<file path="src/rtl/mux_arbiter8_pkg.sv">
// Shared definitions for the 8-way round-robin mux arbiter.
// Holds the state encoding, the requester count and the pointer reset value.
package mux_arbiter8_pkg;

  typedef enum logic {
    EMPTY = 1'b0,
    FULL  = 1'b1
  } state_t;

  localparam int NREQ = 8;

  // The pointer starts at the last requester, so requester 0 wins first.
  localparam logic [2:0] PTR_RST = 3'd7;

endpackage

</file>
<file path="src/rtl/mux8x1.sv">
// 8-to-1 word multiplexer selected by a 3-bit index.
module mux8x1 #(
  parameter int WIDTH = 32
) (
  input  logic [2:0]       s,
  input  logic [WIDTH-1:0] d0,
  input  logic [WIDTH-1:0] d1,
  input  logic [WIDTH-1:0] d2,
  input  logic [WIDTH-1:0] d3,
  input  logic [WIDTH-1:0] d4,
  input  logic [WIDTH-1:0] d5,
  input  logic [WIDTH-1:0] d6,
  input  logic [WIDTH-1:0] d7,
  output logic [WIDTH-1:0] y
);

  always_comb begin
    y = d0;
    case (s)
      3'd0:    y = d0;
      3'd1:    y = d1;
      3'd2:    y = d2;
      3'd3:    y = d3;
      3'd4:    y = d4;
      3'd5:    y = d5;
      3'd6:    y = d6;
      default: y = d7;
    endcase
  end

endmodule

</file>
<file path="src/rtl/rr_pick8.sv">
// Round-robin search over 8 requests.
// The search starts just after ptr and wraps from 7 back to 0.
module rr_pick8
  import mux_arbiter8_pkg::*;
(
  input  logic [NREQ-1:0] req,
  input  logic [2:0]      ptr,
  output logic            any,
  output logic [2:0]      idx
);

  logic [2:0] cand;

  always_comb begin
    any  = 1'b0;
    idx  = '0;
    cand = '0;
    // Offset 8 wraps to ptr itself, so the last winner is checked last.
    for (int k = 1; k <= NREQ; k++) begin
      cand = ptr + 3'(k);
      if (!any && req[cand]) begin
        any = 1'b1;
        idx = cand;
      end
    end
  end

endmodule

</file>
<file path="src/rtl/mux_arbiter8.sv">
// Eight requesters share one registered output word, served in round-robin order.
// state | meaning
// EMPTY | F holds no pending word; F_ready is ignored
// FULL  | F holds a word waiting for downstream to accept it
module mux_arbiter8
  import mux_arbiter8_pkg::*;
#(
  parameter int WIDTH = 32
) (
  input  logic             clk,
  input  logic             rst,
  input  logic [NREQ-1:0]  req,
  input  logic [WIDTH-1:0] D0,
  input  logic [WIDTH-1:0] D1,
  input  logic [WIDTH-1:0] D2,
  input  logic [WIDTH-1:0] D3,
  input  logic [WIDTH-1:0] D4,
  input  logic [WIDTH-1:0] D5,
  input  logic [WIDTH-1:0] D6,
  input  logic [WIDTH-1:0] D7,
  output logic [NREQ-1:0]  gnt,
  output logic [2:0]       S,
  output logic [WIDTH-1:0] F,
  output logic             F_valid,
  input  logic             F_ready
);

  state_t           state, state_nxt;
  logic [2:0]       ptr;
  logic [2:0]       pick_idx;
  logic             pick_any;
  logic [WIDTH-1:0] mux_y;
  logic             loadable;
  logic             load;

  rr_pick8 u_pick (
    .req (req),
    .ptr (ptr),
    .any (pick_any),
    .idx (pick_idx)
  );

  mux8x1 #(.WIDTH(WIDTH)) u_mux (
    .s  (pick_idx),
    .d0 (D0),
    .d1 (D1),
    .d2 (D2),
    .d3 (D3),
    .d4 (D4),
    .d5 (D5),
    .d6 (D6),
    .d7 (D7),
    .y  (mux_y)
  );

  assign F_valid = (state == FULL);

  always_comb begin
    loadable  = (state == EMPTY) || F_ready;
    load      = loadable && pick_any && !rst;
    gnt       = '0;
    state_nxt = state;
    if (load) gnt[pick_idx] = 1'b1;
    case (state)
      EMPTY:   if (load) state_nxt = FULL;
      FULL:    if (F_ready && !pick_any) state_nxt = EMPTY;
      default: state_nxt = EMPTY;
    endcase
  end

  always_ff @(posedge clk) begin
    if (rst) begin
      state <= EMPTY;
      F     <= '0;
      S     <= '0;
      ptr   <= PTR_RST;
    end else begin
      state <= state_nxt;
      if (load) begin
        F   <= mux_y;
        S   <= pick_idx;
        ptr <= pick_idx;
      end
    end
  end

endmodule

</file>
<file path="config.mk">
export PLATFORM = sky130hd
export DESIGN_NAME = mux_arbiter8
export DESIGN_NICKNAME = d
export VERILOG_FILES = /design/src/rtl/mux_arbiter8_pkg.sv /design/src/rtl/mux8x1.sv /design/src/rtl/rr_pick8.sv /design/src/rtl/mux_arbiter8.sv
export SDC_FILE = /design/constraint.sdc
export NUM_CORES = 1
export LEC_CHECK = 0
export ABC_AREA = 0
export BUFFER_PORTS_ARGS = -buffer_cell sky130_fd_sc_hd__buf_4
export CORE_ASPECT_RATIO = 0.7
export CORE_MARGIN = 5
export CORE_UTILIZATION = 30
export DETAILED_ROUTE_END_ITERATION = 16
export PLACE_DENSITY_LB_ADDON = 0.05
export SYNTH_ARGS = -nofsm -noshare
export SYNTH_HDL_FRONTEND = slang
export SYNTH_SLANG_ARGS = --single-unit
</file>
<file path="constraint.sdc">
create_clock -name clk -period 3.3 [get_ports clk]
set_input_delay 0.33 -clock clk [delete_from_list [all_inputs] [get_ports clk]]
set_output_delay 0.33 -clock clk [all_outputs]
set_load 0.02 [all_outputs]
</file>
Word level (Yosys, flattened, before mapping)
Index checks and enable logic that the tools add are counted.
{"block": "op_classes", "n_addsub": 7, "n_lt_le_gt_ge": 10, "eq_ne": 6, "n_mux": 39, "bitwise_logic": 1, "n_reduce_logical": 22}
{"operator": "$pmux W32 S7", "count": 1}
{"operator": "$lt A3 B4 Y1 const B", "count": 9}
{"operator": "$bmux W1 S3", "count": 8}
{"operator": "$mux W3", "count": 8}
{"operator": "$mux W1", "count": 19}
{"operator": "$add A3 B3 Y3 const B", "count": 4}
{"operator": "$logic_and A1 B1 Y1", "count": 11}
{"operator": "$eq A3 B3 Y1 const B", "count": 3}
{"operator": "$logic_not A1 Y1", "count": 9}
{"operator": "$mux W8", "count": 1}
{"operator": "$add A3 B2 Y3 const B", "count": 2}
{"operator": "$eq A3 B2 Y1 const B", "count": 2}
{"operator": "$add A3 B1 Y3 const B", "count": 1}
{"operator": "$demux W1 S3", "count": 1}
{"operator": "$eq A3 B1 Y1 const B", "count": 1}
{"operator": "$ge A3 B1 Y1 const B", "count": 1}
{"operator": "$logic_not A3 Y1", "count": 1}
{"operator": "$pmux W1 S2", "count": 1}
{"operator": "$logic_or A1 B1 Y1", "count": 1}
{"operator": "$not A1 Y1", "count": 1}
{"block": "totals", "regBits": 39, "inputBits": 267, "out_inout_bits": 44, "word_cells": 89}

Depth between registers and ports, before layout
Gate-level depths: netlist of run 1.
{"block": "depth", "word_depth": 30, "mapped_depth": 18, "ltp_nobuf": 11}

Modules after synthesis
A second synthesis of run 1 with hierarchy kept.
{"block": "unflattened", "hier_cells": 492, "hier_area_um2": 4010.1}
{"mod": "mux8x1", "n_inst": 1, "cells_per_inst": 294, "area_each_um2": 1936.9, "seq_area_each_um2": 0.0}
{"mod": "mux_arbiter8", "n_inst": 1, "cells_per_inst": 105, "area_each_um2": 1287.5, "seq_area_each_um2": 780.7}
{"mod": "rr_pick8", "n_inst": 1, "cells_per_inst": 93, "area_each_um2": 785.8, "seq_area_each_um2": 0.0}

Least setup slack after synthesis of run 1
Ideal clock, no wire load.
{"block": "synth_timing", "kind": "flip-flop to output port", "startpoint": "reg ptr[1]", "endpoint": "out gnt[6]", "arrival_time_ps": 3645, "required_time_ps": 2970, "setup_slack_ps": -675, "stages_incl_launch_ff": 16, "path_buffers": 5, "cell_sequence": "dfxtp_1 > buf_2 > buf_2 > inv_1 > ha_1 > buf_4 > mux2i_1 > mux4_2 > a22o_1 > nand4_1 > nor2_1 > nor3_1 > buf_2 > buf_2 > nand2_1 > nor3_1"}
{"block": "synth_between", "elab_chain_cells": 30, "word_cells_on_any_way": 61, "cone_classes": "add/sub (7); order compare (2); mux (35); reduce/logical (17)"}
{"item": "start: declaration", "line_no": "mux_arbiter8.sv:29", "rtl": "logic [2:0] ptr;"}
{"item": "start signal: assignment", "line_no": "mux_arbiter8.sv:82", "rtl": "ptr <= pick_idx;"}
{"item": "$add A3 B1 Y3", "line_no": "rr_pick8.sv:20", "rtl": "cand = ptr + 3'(k);"}
{"item": "$bmux W1 S3", "line_no": "rr_pick8.sv:21", "rtl": "if (!any && req[cand]) begin"}
{"item": "$mux W1 (implied by the code)", "line_no": "rr_pick8.sv:21"}
{"item": "$mux W1", "line_no": "rr_pick8.sv:21"}
{"item": "$logic_not A1 Y1", "line_no": "rr_pick8.sv:21"}
{"item": "$logic_and A1 B1 Y1", "line_no": "rr_pick8.sv:21"}
{"item": "$mux W1", "line_no": "rr_pick8.sv:21"}
{"item": "$logic_not A1 Y1", "line_no": "rr_pick8.sv:21"}
{"item": "[14 not listed]"}
{"item": "$logic_not A1 Y1", "line_no": "rr_pick8.sv:21"}
{"item": "$logic_and A1 B1 Y1", "line_no": "rr_pick8.sv:21"}
{"item": "$mux W3", "line_no": "rr_pick8.sv:21"}
{"item": "$lt A3 B4 Y1 (implied by the code) / $ge A3 B1 Y1 (equally long branches)", "line_no": "mux_arbiter8.sv:63", "rtl": "if (load) gnt[pick_idx] = 1'b1;"}
{"item": "$logic_and A1 B1 Y1 (implied by the code)", "line_no": "mux_arbiter8.sv:63"}
{"item": "$mux W1 (implied by the code)", "line_no": "mux_arbiter8.sv:63"}
{"item": "$demux W1 S3", "line_no": "mux_arbiter8.sv:63"}
{"item": "$mux W8 (*)", "line_no": "mux_arbiter8.sv:63"}
{"item": "end: declaration", "line_no": "mux_arbiter8.sv:21", "rtl": "output logic [NREQ-1:0] gnt,"}
Mark *: on every way between the ends. The rest lies on a longest branch, timed or not. The select of a mux whose other input is x is not followed.

Worst setup path in the final report of run 1
{"block": "layout_timing", "startpoint": "reg ptr[1]", "endpoint": "out gnt[7]"}
Same word-level chain as after synthesis.

==> out/metrics.csv, run 1 <==
stage,metric,value,unit
synthesis,synth_top_area_share,17.08,%
floorplanning,die_w,157.6,um
route,postRouteAntennaNets,0,
sta,setup_viol,40,
sta,finalCritPeriodShare,106.7,%
run_status,violations,negative setup slack,
clocking,cts_buffers,5,
route,wl_per_cell,21.08,um
finish,diodes,0,
worst_setup_path,endpoint,gnt[7],
run_status,outcome,finished with violations,
floorplanning,fp.dieArea,17850,um^2
clocking,clk_path_buf_depth,2,
sta,setup_ws,-0.2206,ns
clocking,clock_latency,0.28,ns
synthesis,yosysWarnings,0,
sta,finalCriticalPeriod,3.521,ns
synthesis,seq_area_frac_synth,17.08,%
grt,grt_pass1_wl,32.50,mm
placed_design,hpwl,17.21,mm
grt,overflow,0,
worst_setup_path,worstPathRequired,2.97,ns
worst_setup_path,cp.arrival,3.19,ns
sta,tightestPinTransition,0.4370,ns
power_and_ir_drop,power_leakage,4.119,nW
route,vias_per_cell,5.311,
route,via_count,5746,
power_and_ir_drop,power,0.01539,W
worst_setup_path,cp_max_fo,8,
clocking,cts_tree,built,
finish,multi_input_area,3901,um^2
worst_setup_path,slowest_stage,dfxtp_2,
synthesis,synth_edf_count,0,
sta,finalMaxSlewViolations,0,
route,firstDrtPassIters,4,
sta,relSlewSlack,70.60,%
finish,final_nets,1156,
floorplanning,num_rows,37,
synthesis,synthFlopType,dfxtp_1,
synthesis,synthCells,495,
worst_setup_path,endpoint_kind,output pin,
floorplanning,die_h,113.3,um
power_and_ir_drop,cellPowerDensity,1758,nW/um^2
synthesis,synth_cell_types,59,
grt,antenna_found_initial,0,
grt,first_global_vias,5951,
clocking,clock-sinks,39,
worst_setup_path,max_stage_delay,0.35,ns
sta,skew,0.007558,ns
sta,rsz0062_at_grt,true,
worst_setup_path,startpoint,ptr[1],
route,post-route-drc-count,0,
worst_setup_path,critPathLaunchType,register,
worst_setup_path,crit_type,reg -> out,
sta,whs,0.3253,ns
synthesis,yosys-top-cells-area,"dfxtp_1 17%, mux2_2 16%, mux2i_1 11%",
placed_design,io_buffers,310,
grt,grt_max_degree,29,
clocking,clock-root-buffer,clkbuf_16,
worst_setup_path,worst_path_most_repeated_cell,buf_6,
synthesis,ys_ff_latch,39,
run,cap_violations,0,
floorplanning,coreArea,14810,um^2
sta,finalHoldViolCount,0,
grt,grt.total_usage,23.06,%
synthesis,synth_common_cells,"63 x mux2_2, 52 x mux2i_1, 39 x dfxtp_1, 30 x a21o_1, 30 x o21ai_0",
worst_hold_path,hold_class,in -> reg,
synthesis,synth_nets,764,
synthesis,synth_area_leader_cell,dfxtp_1,
finish,drive_gt1_share,67.98,%
placed_design,gp_congestion,0.9339,
floorplanning,io_pins,311,
route,drtIter0Drc,246,
finish,regArea,784.5,um^2
synthesis,synth_area,4572,um^2
sta,fmax,284.0,MHz
clocking,cts.clk_slew.worst_paths,0.06,ns
synthesis,avgSynthCellArea,9.236,um^2
worst_setup_path,cp_cell_sequence,inv_4 > ha_4 > buf_6 > mux4_2 > mux2_4 > nor2_4 > nand4_1 > buf_4 > o21ai_4 > a21o_4 > nand4_1 > buf_6 > inv_2 > buf_6,
finish,fillCellCount,1305,
route,routed_wirelength,22.81,mm
synthesis,synthArstFlopShare,0,%
worst_setup_path,worstReg2RegStart,ptr[0],
worst_setup_path,reg2reg_depth,16,
worst_setup_path,reg2reg_slack,-0.19,ns
worst_setup_path,rr_endpoint,F[31],
floorplanning,initial_core_util,30.86,%
synthesis,synth_most_common_cell,mux2_2,
power_and_ir_drop,vdd_drop_max,1.307,mV
clocking,htreeDepth,2,
clocking,ctsHoldBuffers,0,
finish,area_growth,91.43,%
area by class of cell:
cell class,count,share of cell area [%]
clock buffer,6,1.587
clock inverter,1,0.05718
inverter,7,0.3574
multi-input combinational,400,44.57
sequential,39,8.964
tap,195,2.788
timing repair buffer,434,41.67
where the power goes:
| group | internal (W) | switching, W | total (W) |
|---|---|---|---|
| Sequential | 0.000722 | 0.000147 | 0.000869 |
| Clock | 0.000295 | 0.000197 | 0.000493 |
| Combinational | 0.00763 | 0.00639 | 0.0140 |
per-layer routing:
layer  track usage (%)  part of all wire [%]
met5                 0                     0
met4             3.725                   1.4
met3             5.390                   8.9
met2             39.40                    50
met1             30.19                    40
worst min path at each step:
stage | startpoint | to | slack, ns | cells past startpoint
global placement | S[2] | S[2] | 0.49 | 2
CTS | rst | S[1] | 0.32 | 2
finish | rst | S[1] | 0.33 | 2
global route | rst | S[1] | 0.33 | 2
floorplan | D5[0] | F[0] | 0.54 | 2
detailed placement | S[0] | S[0] | 0.50 | 1
worst max-delay path, delay by kind of cell (launching register included):
| family | cells | cell delay [ns] |
|---|---|---|
| muxes | 2 | 0.61 |
| and+or+nand+nor | 3 | 0.53 |
| buffers and inverters | 6 | 0.69 |
| AOI/OAI and AO/OA | 2 | 0.36 |
| adders and majority gates | 1 | 0.34 |
| DFF | 1 | 0.35 |
through the flow:
| stage | setup WS [ns] | TNS, ns | std cells | cell area, um^2 | util, % |
|---|---|---|---|---|---|
| global placement | 0.005176 | 0 | 1028 | 7721 | 52.12 |
| global route | -0.4169 | -11.32 | 1082 | 8752 | 59.08 |
| finish | -0.2206 | -5.533 | 1082 | 8752 | 59.08 |
| detailed placement | -0.05266 | -1.060 | 1028 | 7721 | 52.12 |
| floorplan | -0.08491 | -1.031 | 495 | 4742 | - |
| CTS | -0.2147 | -6.187 | 1061 | 8248 | 55.68 |
sequential cells by signal, summed over array words and instances (netlist names):
| signal | count |
|---|---|
| F | 32 |
| F_valid | 1 |
| S | 3 |
| ptr | 3 |
cell families after synthesis:
kind of cell,synth area share [%]
flip-flops,17.08
AND/OR/NAND/NOR,7.608
adder cells (fa/ha/maj),0.5473
multiplexers,36.10
XOR/XNOR,0.7664
AO/OA/AOI/OAI,30.35
buffers and inverters,7.553
cells in the final DEF, fill, tap and decap left out, types with 5 or more instances in the layout:
cell       instances
a21o_1            30
a21oi_1            9
a22oi_1           10
a22oi_2           21
a2bb2oi_1         24
a2bb2oi_2          5
a31oi_1           29
buf_12            14
buf_4            392
buf_6             19
clkbuf_16         10
dfxtp_1           36
mux2_2            62
mux2_4             5
mux2i_1           42
mux2i_2            7
mux4_2            16
nand2_1            9
nor2_1            12
nor2_4             6
nor3_1             8
nor3_4             6
o21ai_0           29
timing repair:
action	4_1_cts	5_1_grt
pin swaps	20	24
setup buffers	25	17
gates resized for setup	32	54
endpoints found under the setup margin	40	42
gates cloned	2	5
Power figures use the tool's default switching activity.
==> run 2: changes to the inputs <==
--- a/config.mk
+++ b/config.mk
@@ -9,7 +9,7 @@
 export BUFFER_PORTS_ARGS = -buffer_cell sky130_fd_sc_hd__buf_4
 export CORE_ASPECT_RATIO = 0.7
 export CORE_MARGIN = 5
-export CORE_UTILIZATION = 30
+export CORE_UTILIZATION = 39
 export DETAILED_ROUTE_END_ITERATION = 16
 export PLACE_DENSITY_LB_ADDON = 0.05
 export SYNTH_ARGS = -nofsm -noshare
==> run 2 against run 1 <==
Against the previous run: the flow still finishes with violations (negative setup slack); clock-buffer cell count stayed put; first-iteration DRC count up 51%; non-clock buffer count shrank 1; sequential share of layout area is 0.088 points lower; setup slack worse by 0.095 ns; die area shrank 21%; sequential cell count unchanged; largest cell class unchanged; highest routed layer unchanged.
==> out/metrics.csv, run 2 (same netlist as run 1, synthesis figures left out) <==
stage,metric,value,unit,change
run_status,outcome,finished with violations,,
run_status,violations,negative setup slack,,
floorplanning,initial_core_util,39.40,%,+8.5 points
grt,first_global_vias,6122,,+2.9%
sta,fin_tns_setup,-7.968,ns,-2.436 ns
worst_setup_path,critPathLaunchType,register,,
clocking,clock-root-buffer,clkbuf_16,,
grt,grt.total_usage,29.98,%,+6.9 points
placed_design,gp_congestion,0.9522,,+2.0%
finish,regMostFlops,F,,
sta,setup_ws,-0.3152,ns,-0.09463 ns
worst_hold_path,holdPathEnd,S[1],,
worst_hold_path,hold_class,in -> reg,,
placed_design,hpwl,16.47,mm,-4.3%
grt,overflow,0,,unchanged
worst_setup_path,cp_cell_sequence,inv_2 > ha_4 > buf_12 > mux4_2 > a221oi_2 > a21oi_1 > a32o_2 > o32ai_4 > nand4_1 > buf_12 > inv_4 > buf_6,,
worst_hold_path,hold_start,rst,,
route,firstDrtPassIters,5,,+1
floorplanning,num_rows,33,,-11%
worst_setup_path,worstPathRequired,2.97,ns,about the same
finish,area_growth,93.65,%,
worst_setup_path,slowest_stage,mux4_2,,
worst_setup_path,startpoint,ptr[0],,
sta,finalCriticalPeriod,3.615,ns,+0.09463 ns
floorplanning,coreArea,11600,um^2,-22%
finish,reg.largest.list,"F (32), S (3), ptr (3)",,
sta,rsz0062_at_grt,true,,
run,cap_violations,0,,unchanged
floorplanning,die_h,100.6,um,-11%
worst_setup_path,max_stage_delay,0.56,ns,+0.21 ns
placed_design,io_buffers,310,,unchanged
grt,antenna_found_initial,0,,unchanged
route,vias_per_cell,5.627,,+6.0%
worst_setup_path,worst-path-buf-inv,5,,-1
grt,grt_max_degree,28,,-3.4%
worst_setup_path,crit_type,reg -> out,,
sta,finalCritPeriodShare,109.6,%,+2.9 points
route,routed_wirelength,22.54,mm,-1.2%
finish,mostFrequentLayoutCell,buf_4,,
clocking,cts_tree,built,,
clocking,cts_buffers,5,,unchanged
finish,largest_reg_flops,32,,unchanged
worst_setup_path,reg2reg_depth,16,,unchanged
clocking,clock_latency,0.28,ns,about the same
route,postRouteAntennaNets,0,,unchanged
worst_hold_path,min_path_cells,2,,unchanged
sta,finalHoldViolCount,0,,unchanged
worst_setup_path,worst_path_most_repeated_cell,buf_12,,
grt,grt_pass1_wl,33.61,mm,+3.4%
route,via_count,5869,,+2.1%
clocking,clk_path_buf_depth,2,,unchanged
finish,drive_gt1_share,67.95,%,about the same
worst_setup_path,rr_endpoint,F[0],,
sta,relSlewSlack,70.95,%,+0.35 points
sta,finalMaxSlewViolations,0,,unchanged
worst_setup_path,endpoint_kind,output pin,,
sta,fmax,276.6,MHz,-2.6%
sta,tightestPinTransition,0.4349,ns,-0.002083 ns
worst_setup_path,worstReg2RegStart,ptr[1],,
worst_setup_path,cp.arrival,3.29,ns,+0.10 ns
finish,final_nets,1155,,-0.087%
floorplanning,io_pins,311,,unchanged
finish,final_cell_mix,"377 x buf_4, 46 x mux2i_1, 44 x mux2_2",,
floorplanning,fp.dieArea,14020,um^2,-21%
floorplanning,die_w,139.4,um,-12%
route,drtIter0Drc,372,,+51%
clocking,clock-sinks,39,,unchanged
finish,diodes,0,,unchanged
worst_setup_path,cp_max_fo,7,,-1
clocking,htreeDepth,2,,unchanged
clocking,cts.clk_slew.worst_paths,0.06,ns,about the same
sta,skew,0.005138,ns,-0.002420 ns
sta,setup_viol,40,,unchanged
route,wl_per_cell,21.61,um,+2.5%
route,post-route-drc-count,0,,unchanged
finish,fillCellCount,818,,-37%
worst_setup_path,critPathTopFamily,compound AO/OA/AOI/OAI gates,,
worst_setup_path,reg2reg_slack,-0.23,ns,-0.04 ns
## run 2: repair_timing
action	4_1_cts	5_1_grt
endpoints found under the setup margin	40	40
hold buffers	0	0
pin swaps	30	14
cloned	7	1
gates resized for setup	110	20
buffers inserted	49	6
hold endpoints to repair	0	0
## run 2: per-stage QoR
stage | std cells | setup WS, ns | area [um^2] | util [%] | hold WS [ns]
after global routing | 1043 | -0.3878 | 8853 | 76.31 | 0.3057
after floorplan | 495 | -0.08491 | 4742 | - | 0.5401
final | 1043 | -0.3152 | 8853 | 76.31 | 0.3103
after detailed placement | 975 | -0.1521 | 7536 | 64.95 | 0.4818
after global placement | 975 | -0.1025 | 7536 | 64.95 | 0.4879
after CTS | 1037 | -0.2349 | 8708 | 75.06 | 0.3032
## run 2: area by class of cell
| cell class | count | area [um^2] | share of cell area (%) |
|---|---|---|---|
| multi-input combinational | 400 | 3958 | 44.70 |
| timing repair buffer | 433 | 3736 | 42.20 |
| sequential | 39 | 785.8 | 8.875 |
| tap | 157 | 196.4 | 2.219 |
| clock buffer | 6 | 138.9 | 1.569 |
| inverter | 7 | 33.78 | 0.3816 |
| clock inverter | 1 | 5.005 | 0.05653 |
## run 2: worst max path at each step
stage	cells past startpoint	to
after floorplan	18	F[24]
after CTS	12	gnt[7]
after global placement	12	F[30]
final	12	gnt[7]
after global routing	14	gnt[3]
after detailed placement	12	F[30]
## run 2: routing by layer
| metal | vias to the layer above | global-route usage [%] | wire (um) |
|---|---|---|---|
| met4 | 0 | 6.767 | 266 |
| li1 | 2752 | - | - |
| met5 | - | 0 | 0 |
| met3 | 18 | 6.638 | 1546 |
| met2 | 259 | 52.78 | 11250 |
| met1 | 2840 | 37.88 | 9477 |
Power of run 2 is left out: the tool's default activity adds up to more than one toggle a clock period on the data nets, which glitch-free logic cannot reach.
